--- src/rtl/bin2bcd_sequencer_pkg.sv ---
// Shared constants, FSM encoding and blanking helper for the binary-to-BCD sequencer.
package bin2bcd_sequencer_pkg;

   localparam int unsigned NUM_DIGITS     = 4;
   localparam int unsigned MAX_VALUE      = 9999;
   localparam int unsigned TIMEOUT_CYCLES = 255;
   localparam int unsigned VALUE_W        = 14;
   localparam int unsigned QUOT_W         = 10;
   localparam int unsigned DIGIT_W        = 4;
   localparam int unsigned IDX_W          = 2;
   localparam int unsigned TMO_W          = 8;
   localparam int unsigned DIGITS_W       = NUM_DIGITS * DIGIT_W;
   localparam int unsigned STATE_W        = 3;

   localparam logic [STATE_W-1:0] S_IDLE    = 3'd0;
   localparam logic [STATE_W-1:0] S_START   = 3'd1;
   localparam logic [STATE_W-1:0] S_WAIT    = 3'd2;
   localparam logic [STATE_W-1:0] S_STORE   = 3'd3;
   localparam logic [STATE_W-1:0] S_RELEASE = 3'd4;
   localparam logic [STATE_W-1:0] S_POST    = 3'd5;

   // A digit is blanked only when it and every more-significant digit are zero.
   function automatic logic [NUM_DIGITS-1:0] blank_mask(input logic [DIGITS_W-1:0] d);
      logic zero_above;
      blank_mask = '0;
      zero_above = 1'b1;
      for (int i = NUM_DIGITS - 1; i >= 1; i--) begin
         zero_above    = zero_above && (d[i*DIGIT_W +: DIGIT_W] == '0);
         blank_mask[i] = zero_above;
      end
   endfunction

endpackage

--- src/rtl/bin2bcd_sequencer.sv ---
// Converts a 14-bit binary value to four BCD digits by driving an external
// divide-by-10 unit four times, with overflow, timeout and bad-remainder flags.
module bin2bcd_sequencer
   import bin2bcd_sequencer_pkg::*;
(
   input  logic                clk,
   input  logic                reset_n,
   input  logic                load,
   input  logic [VALUE_W-1:0]  value,
   output logic                div_start,
   output logic [VALUE_W-1:0]  div_dividend,
   input  logic [QUOT_W-1:0]   div_quotient,
   input  logic [VALUE_W-1:0]  div_remainder,
   input  logic                div_done,
   output logic [DIGITS_W-1:0] digits,
   output logic [NUM_DIGITS-1:0] blank,
   output logic                busy,
   output logic                valid,
   output logic                overflow,
   output logic                error
);

   localparam logic [TMO_W-1:0]    TMO_LAST   = TMO_W'(TIMEOUT_CYCLES - 1);
   localparam logic [IDX_W-1:0]    IDX_LAST   = IDX_W'(NUM_DIGITS - 1);
   localparam logic [VALUE_W-1:0]  VALUE_MAX  = VALUE_W'(MAX_VALUE);
   localparam logic [VALUE_W-1:0]  REM_MAX    = VALUE_W'(9);
   localparam logic [DIGITS_W-1:0] DIGITS_SAT = {NUM_DIGITS{4'h9}};
   localparam logic [NUM_DIGITS-1:0] BLANK_RST = {{(NUM_DIGITS-1){1'b1}}, 1'b0};

   logic [STATE_W-1:0]    state_q, state_d;
   logic [VALUE_W-1:0]    work_q, work_d;
   logic [IDX_W-1:0]      idx_q, idx_d;
   logic [TMO_W-1:0]      tmo_q, tmo_d;
   logic [DIGITS_W-1:0]   acc_q, acc_d;
   logic                  hold_q, hold_d;
   logic                  div_start_q, div_start_d;
   logic [VALUE_W-1:0]    div_dividend_q, div_dividend_d;
   logic [DIGITS_W-1:0]   digits_q, digits_d;
   logic [NUM_DIGITS-1:0] blank_q, blank_d;
   logic                  busy_q, busy_d;
   logic                  valid_q, valid_d;
   logic                  overflow_q, overflow_d;
   logic                  error_q, error_d;

   // Next-state and output logic; hold_q suppresses the digit update on overflow or timeout.
   always_comb begin
      state_d        = state_q;
      work_d         = work_q;
      idx_d          = idx_q;
      tmo_d          = tmo_q;
      acc_d          = acc_q;
      hold_d         = hold_q;
      div_start_d    = div_start_q;
      div_dividend_d = div_dividend_q;
      digits_d       = digits_q;
      blank_d        = blank_q;
      busy_d         = busy_q;
      valid_d        = 1'b0;
      overflow_d     = overflow_q;
      error_d        = error_q;

      case (state_q)
         S_IDLE: begin
            if (load) begin
               busy_d     = 1'b1;
               error_d    = 1'b0;
               idx_d      = '0;
               acc_d      = '0;
               if (value > VALUE_MAX) begin
                  overflow_d = 1'b1;
                  digits_d   = DIGITS_SAT;
                  hold_d     = 1'b1;
                  state_d    = S_POST;
               end else begin
                  overflow_d = 1'b0;
                  work_d     = value;
                  hold_d     = 1'b0;
                  state_d    = S_START;
               end
            end
         end
         S_START: begin
            div_dividend_d = work_q;
            div_start_d    = 1'b1;
            tmo_d          = '0;
            state_d        = S_WAIT;
         end
         S_WAIT: begin
            if (div_done) begin
               state_d = S_STORE;
            end else if (tmo_q == TMO_LAST) begin
               error_d     = 1'b1;
               div_start_d = 1'b0;
               hold_d      = 1'b1;
               state_d     = S_POST;
            end else begin
               tmo_d = tmo_q + 1'b1;
            end
         end
         S_STORE: begin
            acc_d[idx_q*DIGIT_W +: DIGIT_W] = div_remainder[DIGIT_W-1:0];
            work_d = VALUE_W'(div_quotient);
            if (div_remainder > REM_MAX) begin
               error_d = 1'b1;
            end
            div_start_d = 1'b0;
            tmo_d       = '0;
            state_d     = S_RELEASE;
         end
         S_RELEASE: begin
            if (!div_done) begin
               idx_d   = idx_q + 1'b1;
               state_d = (idx_q == IDX_LAST) ? S_POST : S_START;
            end else if (tmo_q == TMO_LAST) begin
               error_d = 1'b1;
               hold_d  = 1'b1;
               state_d = S_POST;
            end else begin
               tmo_d = tmo_q + 1'b1;
            end
         end
         S_POST: begin
            if (!hold_q) begin
               digits_d = acc_q;
            end
            blank_d = blank_mask(digits_d);
            valid_d = 1'b1;
            busy_d  = 1'b0;
            state_d = S_IDLE;
         end
         default: begin
            state_d = S_IDLE;
         end
      endcase
   end

   always_ff @(posedge clk or negedge reset_n) begin
      if (!reset_n) begin
         state_q        <= S_IDLE;
         work_q         <= '0;
         idx_q          <= '0;
         tmo_q          <= '0;
         acc_q          <= '0;
         hold_q         <= 1'b0;
         div_start_q    <= 1'b0;
         div_dividend_q <= '0;
         digits_q       <= '0;
         blank_q        <= BLANK_RST;
         busy_q         <= 1'b0;
         valid_q        <= 1'b0;
         overflow_q     <= 1'b0;
         error_q        <= 1'b0;
      end else begin
         state_q        <= state_d;
         work_q         <= work_d;
         idx_q          <= idx_d;
         tmo_q          <= tmo_d;
         acc_q          <= acc_d;
         hold_q         <= hold_d;
         div_start_q    <= div_start_d;
         div_dividend_q <= div_dividend_d;
         digits_q       <= digits_d;
         blank_q        <= blank_d;
         busy_q         <= busy_d;
         valid_q        <= valid_d;
         overflow_q     <= overflow_d;
         error_q        <= error_d;
      end
   end

   assign div_start    = div_start_q;
   assign div_dividend = div_dividend_q;
   assign digits       = digits_q;
   assign blank        = blank_q;
   assign busy         = busy_q;
   assign valid        = valid_q;
   assign overflow     = overflow_q;
   assign error        = error_q;

endmodule
--- config.mk ---
export PLATFORM = sky130hd
export DESIGN_NAME = bin2bcd_sequencer
export DESIGN_NICKNAME = d
export VERILOG_FILES = /design/src/rtl/bin2bcd_sequencer_pkg.sv /design/src/rtl/bin2bcd_sequencer.sv
export SDC_FILE = /design/constraint.sdc
export NUM_CORES = 1
export LEC_CHECK = 0
export ABC_AREA = 1
export CORE_ASPECT_RATIO = 0.6
export CORE_MARGIN = 2
export CORE_UTILIZATION = 56
export DETAILED_ROUTE_END_ITERATION = 6
export GPL_TIMING_DRIVEN = 0
export PLACE_DENSITY = 0.86
export SETUP_SLACK_MARGIN = 0.1
export SYNTH_ARGS = -nofsm -noshare
export SYNTH_HDL_FRONTEND = slang
export SYNTH_SLANG_ARGS = --single-unit
--- constraint.sdc ---
create_clock -name clk -period 3.19 [get_ports clk]
set_input_delay 0.638 -clock clk [delete_from_list [all_inputs] [get_ports clk]]
set_output_delay 0.638 -clock clk [all_outputs]
set_load 0.02 [all_outputs]
* After elaboration in Yosys (flattened, before gate mapping) *
Index checks and enable logic that the tools add are counted.
W data, S select, Z words.

operators by class
  $add $sub $neg = 3
  multiply operators = 0
  divide/modulo/power cells = 0
  $lt $le $gt $ge = 2
  equal/unequal tests = 16
  shift operators = 2
  mux-type cells = 43
  bitwise logic cells = 0
  reductions and logical operators = 25

operators by type and width
  kind                       number
  $mux W16                   5
  $pmux W16 S2               2
  $neg A4 Y34                1
  $shift A4 B34 Y16 const A  1
  $shiftx A4 B34 Y16         1
  $mux W14                   2
  $pmux W14 S2               1
  $mux W8                    3
  $pmux W8 S3                1
  $mux W3                    6
  $ne A2 B2 Y1 const B       9
  $bwmux W16                 1
  $pmux W3 S5                1
  $reduce_and A3 Y1          5
  $gt A14 B14 Y1 const B     1
  $gt A14 B4 Y1 const B      1
  $mux W1                    14
  $logic_not A4 Y1           3
  $reduce_bool A3 Y1         3
  $add A8 B1 Y8 const B      1
  $eq A8 B8 Y1 const B       1
  $reduce_and A4 Y1          2
  $eq A3 B2 Y1 const B       2
  $eq A3 B3 Y1 const B       2
  other kinds (15)           22

storage, ports and cells
  register bits = 82
  bits in latches = 0
  RAM bits = 0
  bits in read-only memories = 0
  bits of input ports = 42
  output and inout port bits = 39
  word-level logic and storage cells = 106
  memories = 0

* Logic depth before layout (Yosys ltp) *
  word-level depth = 5
  depth in mapped cells = 10
  gate-level depth less buffers = 10

* Worst setup path before layout *
OpenSTA, ideal clock, no wires.

  kind = input-to-reg
  from = input value[9]
  to = register digits_q[14], in the netlist digits[14]
  data arrival time = 1453 ps
  slack = 1620 ps
  stages = 10
  path buffers = 1
  path through = nand2_1 > nor2_1 > nand2_1 > nand2_1 > nand3_2 > nand2_2 > nand2_1 > buf_2 > nand2_1 > nand2_1

on the way
  cells in the longest elaborated chain, start to end = 3

ends and longest elaborated chain
  item                         line                      source
  from (decl)                  bin2bcd_sequencer.sv:9    input logic [VALUE_W-1:0] value,
  $gt A14 B14 Y1               bin2bcd_sequencer.sv:69   if (value > VALUE_MAX) begin
  $ne A2 B2 Y1 (no line)       -
  $reduce_and A3 Y1 (no line)  -
  to (signal assigned)         bin2bcd_sequencer.sv:162  digits_q <= digits_d;
  to (decl)                    bin2bcd_sequencer.sv:38   logic [DIGITS_W-1:0] digits_q, digits_d;

No other way between the ends.
A chain may end at the register's enable or synchronous reset.

* Worst setup path after layout *
  from = register blank_q[2], in the netlist blank[2]
  to = output blank[2]

RTL lines
  item                    line                      source
  from (decl)             bin2bcd_sequencer.sv:39   logic [NUM_DIGITS-1:0] blank_q, blank_d;
  from (signal assigned)  bin2bcd_sequencer.sv:163  blank_q <= blank_d;
  to (decl)               bin2bcd_sequencer.sv:16   output logic [NUM_DIGITS-1:0] blank,

No word-level cell between the ends.

==> results_dict.tcl <==
set metrics [dict create \
    final-hold-violation-count 0 \
    reg2regPathDepth 5 \
    p_total_mw 4.89 \
    yosys-top-cells-area "dfrtp_1 49%, nand2_1 16%, o21ai_0 5.7%" \
    synth.distinct_cells 29 \
    tns_ns 0 \
    syn_area_um2 4020 \
    overflow 0 \
    ir_drop_mv 0.443 \
    slowest_delay_ns 0.61 \
    core_um2 6820 \
    cp_cell_sequence "clkdlybuf4s50_1" \
    port_buffers 79 \
    die_w_um 113 \
    place_area_um2 4950 \
    synth_nets 526 \
    post_drt_wl_per_cell_um 15.2 \
    placed_cells 644 \
    place.gp.congestion 0.864 \
    holdBufCountCts 0 \
    arrival_ns 1.48 \
    ff2ff_setup_slack_ns 1.35 \
    syn_inst 477 \
    final_common_cell "nand2_1" \
    crit_slowest_cell "clkdlybuf4s50_1" \
    die_y_um 69.6 \
    max_freq_ghz 0.473 \
    viasPerCell 5.42 \
    rsz0062_at_grt "false" \
    required_ns 2.55 \
    pin_count 81 \
    power_leakage_nw 2.49 \
    final_area_um2 5230 \
    synth.top_cell.area_share_pct 49.2 \
    synthToLayoutAreaGrowth_pct 30.0 \
    pre_cts_ws_ns 0.861 \
    final_max_slew_viol_count 0 \
    start_util_pct 59.0 \
    min_path_type "in -> async" \
    groute.usage.overall_pct 27.2 \
    cp-startpoint "blank[2]$_DFFE_PN1P_" \
    grt_pass1_wl_um 16800 \
    fin_ws_ns 1.08 \
    antenna_found_initial 0 \
    rr_startpoint "idx_q[0]$_DFFE_PN0P_" \
    post_synth.cell_area_avg_um2 8.43 \
    first_iter_violations 349 \
    wl_um 10100 \
    yosys.area.top_type "dfrtp_1" \
    antenna_left 0 \
    grt_pass1_vias 3427 \
    clock_path_buffers 2 \
    cts_tree "built" \
    post-cts-setup-buffers 0 \
    tightest_slew_ns 0.546 \
    worstSetupPathType "reg -> out" \
    ys_seq_area_share_pct 51.1 \
    max_slew_margin_pct 63.2 \
    fin_crit_sh_pct 66.3 \
    cp_max_fo 2 \
    dr_total_vias 3580 \
    skew_ns 0.00752 \
    critPathCaptureType "primary output" \
    dpl.hpwl_um 7300 \
    cp_num_buf_inv 1 \
    finalSetupViolCount 0 \
    cts.sinks 82 \
    grt_max_degree 47 \
    drive_above_1_share_pct 11.9 \
    firstDrtPassIters 5 \
    power.density_nw_per_um2 936 \
    insertion_delay_ns 0.34 \
    layoutNonFillerInstCount 660 \
    diodes 0 \
    timing.critical_path.max_delay_family "buffers and inverters" \
    layout_common_cells "168 x nand2_1, 79 x dfrtp_1, 78 x clkdlybuf4s50_1, 46 x o21ai_0, 31 x nor2_1" \
    outcome "finished, final reports clean" \
    drv_cap 0 \
    htreeDepth 3 \
    r2r_end "acc_q[3]$_DFFE_PN0P_" \
    crit_path_start_kind "flop" \
    nNetsFinal 617 \
    drc_errors 0 \
    fin_crit_ns 2.11 \
    cts_resized 0 \
    path_clk_slew_ns 0.06 \
    num_rows 23 \
    synth-warning-count 0 \
    die-area_um2 7900 \
    ys_ff_latch 82 \
    cts_root_buffer "clkbuf_16" \
    cts_buffers 9 \
]
where the power goes:
| part | internal, mW | switching (mW) |
|---|---|---|
| combinational | 0.924 | 1.31 |
| sequential | 1.43 | 0.257 |
| clock | 0.553 | 0.423 |
| total | 2.90 | 1.99 |
cell families after synthesis:
group                    Yosys count  synth area share (%)
AO/OA/AOI/OAI                     63                  7.96
XOR/XNOR                           5                  1.09
adder cells (fa/ha/maj)            7                  2.18
buffers and inverters             47                  5.16
flip-flops                        82                  51.1
multiplexers                      24                  6.41
other                              1                0.0933
AND/OR/NAND/NOR                  248                  26.0
area by class of cell:
| class | count | area (um2) |
|---|---|---|
| multi-input combinational | 348 | 1760 |
| buffer | 12 | 76.3 |
| tap | 87 | 109 |
| clock buffer | 11 | 243 |
| timing repair buffer | 80 | 816 |
| fill | 506 | 1590 |
| inverter | 35 | 131 |
| clock inverter | 5 | 40.0 |
| sequential | 82 | 2060 |
worst max path at each step:
stage                             endpoint  slack [ns]  cells past startpoint
global route        digits[11]$_DFFE_PN0P_        1.02                     11
detailed placement   digits[9]$_DFFE_PN0P_        0.86                     11
finish                            blank[2]        1.08                      1
global placement    digits[13]$_DFFE_PN0P_       -1.32                      1
CTS                               blank[2]        1.07                      1
floorplan           digits[14]$_DFFE_PN0P_        1.62                     10
stage by stage:
| step | hold WS (ns) | utilization, % |
|---|---|---|
| after global routing | 0.295 | 76.7 |
| after global placement | 0.454 | 72.2 |
| after floorplan | 0.342 | - |
| after detailed placement | 0.459 | 72.5 |
| after CTS | 0.279 | 76.7 |
| final | 0.263 | 76.7 |
cell usage after synthesis:
master,count
nor2_1,31
buf_2,4
a21oi_1,5
nor2_4,2
conb_1,1
nand3_2,1
dfstp_2,3
inv_1,30
nand4_1,3
mux2i_1,10
o22ai_1,4
nand3b_1,2
inv_2,4
mux2_2,14
o21ai_1,8
clkbuf_1,2
buf_6,1
nor3_1,1
nand2_1,168
or2_2,9
buf_4,5
ha_1,7
xor2_1,5
dfrtp_1,79
clkinv_1,1
nand3_1,23
o21ai_0,46
nand2_4,1
nand2_2,7
layer usage:
layer  part of all wire (%)  vias to the layer above  global-route usage (%)
li1                       -                     1720                       -
met1                     46                     1666                    39.4
met2                     43                      176                    40.6
met3                    9.4                       18                    8.04
met4                    1.1                        0                    6.10
met5                      0                        -                       0
worst register-to-register path: stages, from the launching register on:
cell	delay, ns
dfrtp_1	0.41
clkinv_1	0.26
ha_1	0.47
inv_1	0.19
nand4_1	0.20
o21ai_0	0.23
state kept, by name (all words and copies together), names as in the netlist:
register	count
digits	16
valid	1
work_q	14
overflow	1
tmo_q	8
div_dividend	14
state_q	3
idx_q	2
div_start	1
blank	3
hold_q	1
acc_q	16
busy	1
error	1
(Power assumes the default switching activity.)
